`src/rtl/game_sequencer_pkg.sv`:
```
// Shared types, screen defaults and helpers for the game-flow controller
// and the blocks that consume its state (doodle, platforms, tabloid, painter).
package game_sequencer_pkg;

  typedef enum logic [2:0] {
    IDLE    = 3'd0,
    PLAY    = 3'd1,
    RESPAWN = 3'd2,
    PAUSED  = 3'd3,
    OVER    = 3'd4
  } game_state_t;

  localparam int EARTH_DEF         = 768;
  localparam int DOODLE_HEIGHT_DEF = 80;

  // Unsigned add that clamps at the all-ones value of a w-bit field (w <= 32).
  function automatic logic [31:0] sat_add(input logic [31:0] a,
                                          input logic [31:0] b,
                                          input int unsigned w);
    logic [32:0] sum;
    logic [32:0] lim;
    sum = {1'b0, a} + {1'b0, b};
    if (w >= 32) lim = {1'b0, 32'hFFFF_FFFF};
    else         lim = (33'd1 << w) - 33'd1;
    if (sum > lim) sum = lim;
    return sum[31:0];
  endfunction

endpackage

```
`src/rtl/game_sequencer_if.sv`:
```
// Bundle between the game sequencer and its surroundings: button levels and
// world feedback in, frame timing, game state and scoring out.
// slave = the sequencer itself, master = whoever drives the buttons/world.
interface game_sequencer_if #(
  parameter int SCORE_WIDTH = 16,
  parameter int SHIFT_WIDTH = 9
);
  import game_sequencer_pkg::*;

  logic                   start;
  logic                   pause_toggle;
  logic [9:0]             doodle_y;
  logic                   move_collision;
  logic [SHIFT_WIDTH-1:0] shift_amount;

  logic                   frame_tick;
  game_state_t            game_state;
  logic                   freeze;
  logic                   respawn;
  logic [3:0]             lives;
  logic [SCORE_WIDTH-1:0] score;
  logic [SCORE_WIDTH-1:0] high_score;

  modport master (
    output start, pause_toggle, doodle_y, move_collision, shift_amount,
    input  frame_tick, game_state, freeze, respawn, lives, score, high_score
  );

  modport slave (
    input  start, pause_toggle, doodle_y, move_collision, shift_amount,
    output frame_tick, game_state, freeze, respawn, lives, score, high_score
  );

endinterface

```
`src/rtl/game_sequencer_frame_ticker.sv`:
```
// Free-running frame-rate divider: one-cycle frame_tick_o every CLK/FPS cycles.
// Shared by every block that steps once per frame.
module frame_ticker #(
  parameter int CLK = 50000000,
  parameter int FPS = 360
) (
  input  logic clk,
  input  logic rst,
  output logic frame_tick_o
);

  localparam int TICK_DIV = CLK / FPS;
  localparam int CW       = (TICK_DIV > 1) ? $clog2(TICK_DIV) : 1;
  localparam logic [CW-1:0] LAST = CW'(TICK_DIV - 1);

  logic [CW-1:0] cnt_q;
  logic [CW-1:0] cnt_d;
  logic          tick_q;

  // Counter wraps from TICK_DIV-1 back to zero.
  always_comb begin
    cnt_d = (cnt_q == LAST) ? '0 : cnt_q + 1'b1;
  end

  // Tick is registered, so it appears the cycle after the counter hits LAST.
  always_ff @(posedge clk or posedge rst) begin
    if (rst) begin
      cnt_q  <= '0;
      tick_q <= 1'b0;
    end else begin
      cnt_q  <= cnt_d;
      tick_q <= (cnt_q == LAST);
    end
  end

  assign frame_tick_o = tick_q;

endmodule

```
`src/rtl/game_sequencer.sv`:
```
// Game-flow controller: frame ticks, multi-life game FSM, score and high score.
// Optional feature macro: GAME_PAUSE_EN (adds the PAUSED state and the
// pause_toggle edge detector; without it pause_toggle is ignored).
module game_sequencer
  import game_sequencer_pkg::*;
#(
  parameter int CLK            = 50000000,
  parameter int FPS            = 360,
  parameter int EARTH          = EARTH_DEF,
  parameter int DOODLE_HEIGHT  = DOODLE_HEIGHT_DEF,
  parameter int LIVES          = 3,
  parameter int RESPAWN_FRAMES = 180,
  parameter int SCORE_WIDTH    = 16,
  parameter int SHIFT_WIDTH    = 9
) (
  input  logic            clk,
  input  logic            rst,
  game_sequencer_if.slave bus
);

  localparam logic [9:0] FALL_Y = 10'(EARTH - DOODLE_HEIGHT);
  localparam int RW = (RESPAWN_FRAMES > 1) ? $clog2(RESPAWN_FRAMES) : 1;
  localparam logic [RW-1:0] R_LAST     = RW'(RESPAWN_FRAMES - 1);
  localparam logic [3:0]    LIVES_INIT = 4'(LIVES);

  logic frame_tick;

  frame_ticker #(
    .CLK (CLK),
    .FPS (FPS)
  ) u_ticker (
    .clk          (clk),
    .rst          (rst),
    .frame_tick_o (frame_tick)
  );

  game_state_t            state_q, state_d;
  logic [RW-1:0]          rcnt_q, rcnt_d;
  logic [3:0]             lives_q, lives_d;
  logic [SCORE_WIDTH-1:0] score_q, score_d;
  logic [SCORE_WIDTH-1:0] hs_q, hs_d;
  logic                   freeze_q, freeze_d;
  logic                   respawn_q, respawn_d;
  logic                   start_q;
  logic                   start_ev;
  logic                   pause_ev;
  logic                   restart;
  logic                   falling;

  assign start_ev = bus.start & ~start_q;
  assign falling  = (bus.doodle_y >= FALL_Y);

`ifdef GAME_PAUSE_EN
  logic pause_q;

  // Previous pause button level for rising-edge detection.
  always_ff @(posedge clk or posedge rst) begin
    if (rst) pause_q <= 1'b0;
    else     pause_q <= bus.pause_toggle;
  end

  assign pause_ev = bus.pause_toggle & ~pause_q;
`else
  logic unused_pause;
  assign unused_pause = bus.pause_toggle;
  assign pause_ev     = 1'b0;
`endif

  // State, counters, edge register and all registered outputs.
  always_ff @(posedge clk or posedge rst) begin
    if (rst) begin
      state_q   <= IDLE;
      rcnt_q    <= '0;
      lives_q   <= LIVES_INIT;
      score_q   <= '0;
      hs_q      <= '0;
      freeze_q  <= 1'b1;
      respawn_q <= 1'b0;
      start_q   <= 1'b0;
    end else begin
      state_q   <= state_d;
      rcnt_q    <= rcnt_d;
      lives_q   <= lives_d;
      score_q   <= score_d;
      hs_q      <= hs_d;
      freeze_q  <= freeze_d;
      respawn_q <= respawn_d;
      start_q   <= bus.start;
    end
  end

  // Next state: buttons act on any cycle, fall/respawn timing only on frame ticks.
  always_comb begin
    state_d = state_q;
    rcnt_d  = rcnt_q;
    case (state_q)
      IDLE: begin
        if (start_ev) state_d = PLAY;
      end
      PLAY: begin
        rcnt_d = '0;
        if (pause_ev)                   state_d = PAUSED;
        else if (frame_tick && falling) state_d = (lives_q > 4'd1) ? RESPAWN : OVER;
      end
      RESPAWN: begin
        if (frame_tick) begin
          if (rcnt_q == R_LAST) begin
            state_d = PLAY;
            rcnt_d  = '0;
          end else begin
            rcnt_d = rcnt_q + 1'b1;
          end
        end
      end
      PAUSED: begin
        if (pause_ev) state_d = PLAY;
      end
      OVER: begin
        if (start_ev) state_d = PLAY;
      end
      default: state_d = IDLE;
    endcase
  end

  // Output/datapath next values derived from the current and next state.
  always_comb begin
    restart   = start_ev && ((state_q == IDLE) || (state_q == OVER));
    freeze_d  = (state_d != PLAY);
    respawn_d = restart || ((state_q == RESPAWN) && (state_d == PLAY));
    lives_d   = lives_q;
    score_d   = score_q;
    hs_d      = hs_q;
    // Score is stable throughout OVER, so refreshing every OVER cycle equals
    // capturing it on entry.
    if ((state_q == OVER) && (score_q > hs_q)) hs_d = score_q;
    if (restart) begin
      lives_d = LIVES_INIT;
      score_d = '0;
    end else if (state_q == PLAY) begin
      if (state_d == RESPAWN)   lives_d = lives_q - 4'd1;
      else if (state_d == OVER) lives_d = '0;
      if (!pause_ev && frame_tick && bus.move_collision)
        score_d = SCORE_WIDTH'(sat_add(32'(score_q), 32'(bus.shift_amount), SCORE_WIDTH));
    end
  end

  assign bus.frame_tick = frame_tick;
  assign bus.game_state = state_q;
  assign bus.freeze     = freeze_q;
  assign bus.respawn    = respawn_q;
  assign bus.lives      = lives_q;
  assign bus.score      = score_q;
  assign bus.high_score = hs_q;

endmodule

```
`src/flat_wrapper.sv`:
```
// flat-port wrapper written by rule: the top's interface ports become plain ports
module game_sequencer_flat import game_sequencer_pkg::*;
#(
  parameter int CLK            = 50000000,
  parameter int FPS            = 360,
  parameter int EARTH          = EARTH_DEF,
  parameter int DOODLE_HEIGHT  = DOODLE_HEIGHT_DEF,
  parameter int LIVES          = 3,
  parameter int RESPAWN_FRAMES = 180,
  parameter int SCORE_WIDTH    = 16,
  parameter int SHIFT_WIDTH    = 9
)
  (clk, rst, bus_start, bus_pause_toggle, bus_doodle_y, bus_move_collision, bus_shift_amount, bus_frame_tick, bus_game_state, bus_freeze, bus_respawn, bus_lives, bus_score, bus_high_score);
  game_sequencer_if #(.SCORE_WIDTH(SCORE_WIDTH), .SHIFT_WIDTH(SHIFT_WIDTH)) bus_i ();
  input  logic clk;
  input  logic rst;
  input wire logic [$bits(bus_i.start)-1:0] bus_start;
  input wire logic [$bits(bus_i.pause_toggle)-1:0] bus_pause_toggle;
  input wire logic [$bits(bus_i.doodle_y)-1:0] bus_doodle_y;
  input wire logic [$bits(bus_i.move_collision)-1:0] bus_move_collision;
  input wire logic [$bits(bus_i.shift_amount)-1:0] bus_shift_amount;
  output wire logic [$bits(bus_i.frame_tick)-1:0] bus_frame_tick;
  output wire logic [$bits(bus_i.game_state)-1:0] bus_game_state;
  output wire logic [$bits(bus_i.freeze)-1:0] bus_freeze;
  output wire logic [$bits(bus_i.respawn)-1:0] bus_respawn;
  output wire logic [$bits(bus_i.lives)-1:0] bus_lives;
  output wire logic [$bits(bus_i.score)-1:0] bus_score;
  output wire logic [$bits(bus_i.high_score)-1:0] bus_high_score;
  assign bus_i.start = bus_start;
  assign bus_i.pause_toggle = bus_pause_toggle;
  assign bus_i.doodle_y = bus_doodle_y;
  assign bus_i.move_collision = bus_move_collision;
  assign bus_i.shift_amount = bus_shift_amount;
  assign bus_frame_tick = bus_i.frame_tick;
  assign bus_game_state = bus_i.game_state;
  assign bus_freeze = bus_i.freeze;
  assign bus_respawn = bus_i.respawn;
  assign bus_lives = bus_i.lives;
  assign bus_score = bus_i.score;
  assign bus_high_score = bus_i.high_score;
  game_sequencer #(.CLK(CLK), .FPS(FPS), .EARTH(EARTH), .DOODLE_HEIGHT(DOODLE_HEIGHT), .LIVES(LIVES), .RESPAWN_FRAMES(RESPAWN_FRAMES), .SCORE_WIDTH(SCORE_WIDTH), .SHIFT_WIDTH(SHIFT_WIDTH)) u_core (.clk(clk), .rst(rst), .bus(bus_i));
endmodule
```
`config.mk`:
```
export PLATFORM = sky130hd
export DESIGN_NAME = game_sequencer_flat
export DESIGN_NICKNAME = d
export VERILOG_FILES = /design/src/rtl/game_sequencer_pkg.sv /design/src/rtl/game_sequencer_if.sv /design/src/rtl/game_sequencer_frame_ticker.sv /design/src/rtl/game_sequencer.sv /design/src/flat_wrapper.sv
export SDC_FILE = /design/constraint.sdc
export NUM_CORES = 1
export LEC_CHECK = 0
export CAP_MARGIN = 20
export CORE_UTILIZATION = 50
export CTS_BUF_LIST = sky130_fd_sc_hd__clkbuf_8
export DETAILED_ROUTE_END_ITERATION = 6
export PLACE_DENSITY = 0.76
export RECOVER_POWER = 25
export SLEW_MARGIN = 5
export SYNTH_ARGS = -nofsm -noshare
export SYNTH_HDL_FRONTEND = slang
export SYNTH_SLANG_ARGS = --single-unit
export TNS_END_PERCENT = 10
```
`constraint.sdc`:
```
create_clock -name clk -period 2.34 [get_ports clk]
set_clock_uncertainty 0.05 [all_clocks]
set_input_delay 0.351 -clock clk [delete_from_list [all_inputs] [get_ports clk]]
set_output_delay 0.351 -clock clk [all_outputs]
set_load 0.005 [all_outputs]
```
==> results.yml <==
worst_setup_path:
  crit_fanout: 8
  slowest_stage: "dfrtp_1"
  path_buf_inv: 3
  path_cells: "inv_1, ha_1, a211oi_2, nor2_1, o31a_1, o41ai_4, buf_4, buf_12, mux2_2"
  startpoint: "u_core.bus.high_score[5]"
  endpoint: "u_core.bus.high_score[13]"
  worst_setup_path_start_kind: "flop"
  reg2reg_slack_ns: -0.07
  cpPeakStageDelay_ns: 0.38
  critPathKind: "reg -> reg"
  r2r_cells: 9
  cp.arrival_ns: 2.60
  path_depth: 9
  cp-end-kind: "flop"
  cp_top_family: "compound AO/OA/AOI/OAI gates"
  timing.rr.end: "u_core.bus.high_score[13]"
  critPathRequiredTime_ns: 2.53
  regToRegStartpoint: "u_core.bus.high_score[5]"
drt:
  highest_layer: "met4"
  vias_per_cell: 5.60
  drc: 0
  drtPass1Iterations: 4
  final_antenna_net_count: 0
  num_vias: 3506
  drt_iter0_markers: 185
  met2WireLength_mm: 4.74
  detail_route.wl_per_cell_um: 15.3
  drt_wl_total_mm: 9.57
  met3WireLength_um: 369
  m1WireLength_mm: 4.31
floorplan:
  initial_core_util_pct: 52.0
  rows: 32
  die_area_sq_mm: 0.00839
  die_h_um: 91.6
  die_x_um: 91.6
  core_sq_mm: 0.00773
  io_pins: 66
global_route:
  antenna_found_initial: 0
  grt_pass1_vias: 3456
  grt_start_max_net_pins: 54
  track_usage_pct: 24.1
  grt_overflow: 0
  grt_pass1_wl_mm: 16.1
cts:
  cts_max_level: 3
  tritoncts: "built"
  clock_sinks: 69
  numCtsBuffers: 9
  clk-insertion-delay-late_ns: 0.35
  cts_root_buf: "clkbuf_8"
  cts_buffer_depth: 2
  path_clk_slew_ns: 0.08
sta:
  post-route-min-period_ns: 2.41
  tns_ns: -0.791
  maxSlewHeadroom_pct: 53.5
  finalCritPeriodShare_pct: 103
  rsz0062_at_grt: "true"
  hold_viol: 0
  fmax_ghz: 0.416
  setup_viol: 19
  tightest_slew_ns: 0.697
  finalMaxSlewViolations: 0
  holdWs_ns: 0.444
  setup_ws_ns: -0.0666
final_layout:
  mostFrequentLayoutCells: "dfrtp_1 (66), clkdlybuf4s50_1 (58), buf_4 (47)"
  diodes: 0
  utilization_pct: 70.1
  final_common_cell: "dfrtp_1"
  nets: 574
  drive_gt1_share_pct: 20.2
  syn_to_final_growth_pct: 34.9
hold_path:
  hold_class: "reg -> reg"
placement:
  place_congestion: 0.896
  place_ws_ns: -0.363
  port_buffers: 60
  hpwl_mm: 6.87
logic_synthesis:
  syn-num-nets: 463
  ys_types: 55
  syn_inst: 409
  ys_ff_latch: 69
  yosys_warnings: 0
  seq_area_frac_synth_pct: 43.1
  synth-edff-count: 0
  avgSynthCellArea_sq_um: 9.82
  synthArstFlopShare_pct: 100
  ys.flop_type: "dfrtp_1"
  synth_area_sq_mm: 0.00402
power:
  vdd_ir_drop_max_v: 0.000429
  power_density_mw_per_mm2: 436
  leakagePower_nw: 2.45
status:
  status: "finished with violations"
  violations: "setup timing"
run:
  cap_violations: 0
[cell type report]
class,instances,area [sq um]
fill,566,2310
tap,102,128
sequential,69,1730
multi-input combinational,303,2230
inverter,26,97.6
timing repair buffer,111,1020
clock inverter,5,76.3
clock buffer,10,138
[power breakdown]
| part | total (mW) | switching [mW] | internal [mW] |
|---|---|---|---|
| combinational | 0.0988 | 0.0508 | 0.0480 |
| clock | 1.07 | 0.447 | 0.618 |
| sequential | 1.20 | 0.00135 | 1.19 |
| total | 2.36 | 0.500 | 1.86 |
[layer usage]
metal | global-route usage [%] | vias to the layer above
met5 | 0 | -
met4 | 9.13 | 0
met3 | 3.81 | 15
met2 | 40.4 | 80
met1 | 31.3 | 1711
li1 | - | 1700
[flip-flops by register name, summed over array words and instances (netlist names)]
signal,flops
u_core.bus.freeze,1
u_core.bus.game_state,3
u_core.bus.high_score,16
u_core.bus.lives,4
u_core.bus.respawn,1
u_core.bus.score,16
u_core.rcnt_q,8
u_core.start_q,1
u_core.u_ticker.cnt_q,18
u_core.u_ticker.frame_tick_o,1
[logic make-up (layout without fill, tap and decap cells)]
| kind of cell | Yosys count | in the layout | share of synthesized area (%) |
|---|---|---|---|
| multiplexers | 17 | 17 | 5.42 |
| adder cells (fa/ha/maj) | 30 | 30 | 9.54 |
| AO/OA/AOI/OAI | 108 | 108 | 17.9 |
| buffers and inverters | 37 | 152 | 3.80 |
| AND/OR/NAND/NOR | 129 | 129 | 16.0 |
| flip-flops | 69 | 69 | 43.1 |
| XOR/XNOR | 19 | 19 | 4.14 |
[worst min-delay path by stage]
| stage | from | slack (ns) | to | depth (start not counted) |
|---|---|---|---|---|
| after floorplan | bus_start | 0.33 | u_core.start_q | 0 |
| after global placement | u_core.rcnt_q[7] | 0.42 | u_core.rcnt_q[7] | 1 |
| after detailed placement | u_core.rcnt_q[7] | 0.42 | u_core.rcnt_q[7] | 1 |
| after CTS | rst | 0.26 | u_core.bus.high_score[7] | 2 |
| after global routing | u_core.rcnt_q[7] | 0.45 | u_core.rcnt_q[7] | 1 |
| final | u_core.u_ticker.cnt_q[4] | 0.44 | u_core.u_ticker.cnt_q[4] | 1 |
[synth_stat cells (2+ instances only)]
| cell | instances | area (sq um) |
|---|---|---|
| a211oi_1 | 3 | 22.5 |
| a21o_1 | 5 | 37.5 |
| a21oi_1 | 29 | 145 |
| a311oi_1 | 3 | 26.3 |
| a31o_2 | 4 | 35.0 |
| a31oi_1 | 9 | 56.3 |
| and3_1 | 8 | 50.1 |
| buf_2 | 2 | 10.0 |
| clkbuf_1 | 8 | 30.0 |
| dfrtp_1 | 66 | 1650 |
| dfstp_2 | 3 | 78.8 |
| ha_1 | 29 | 363 |
| inv_1 | 26 | 97.6 |
| mux2_2 | 6 | 67.6 |
| mux2_4 | 8 | 120 |
| mux2i_1 | 3 | 30.0 |
| nand2_1 | 27 | 101 |
| nand2b_1 | 7 | 43.8 |
| nand3_1 | 22 | 110 |
| nand4_1 | 5 | 31.3 |
| nor2_1 | 30 | 113 |
| nor2b_1 | 5 | 31.3 |
| nor3_1 | 9 | 45.0 |
| nor4_1 | 2 | 12.5 |
| nor4b_1 | 3 | 26.3 |
| o211ai_1 | 6 | 45.0 |
| o21a_1 | 5 | 37.5 |
| o21ai_0 | 22 | 110 |
| o21bai_1 | 2 | 15.0 |
| o22ai_1 | 2 | 12.5 |
| o311ai_0 | 2 | 17.5 |
| o31ai_1 | 3 | 22.5 |
| or2_2 | 2 | 12.5 |
| or3_1 | 5 | 31.3 |
| xnor2_1 | 8 | 70.1 |
| xor2_1 | 11 | 96.3 |
[timing repair]
| action | CTS | global route |
|---|---|---|
| pin swaps | 0 | 8 |
| gates cloned | 0 | 1 |
| gates resized for setup | 4 | 17 |
| endpoints found under the setup margin | 16 | 30 |
| hold buffers | 0 | 0 |
| buffers inserted | 1 | 7 |
[per-stage QoR]
stage | power [mW] | area (sq um) | instances
finish | 2.36 | 5420 | 626
global route | 2.44 | 5420 | 626
global placement | 1.32 | 5030 | 602
CTS | 2.39 | 5280 | 618
detailed placement | 1.32 | 5030 | 602
floorplan | 1.26 | 4020 | 409
Power figures use the tool's default switching activity.
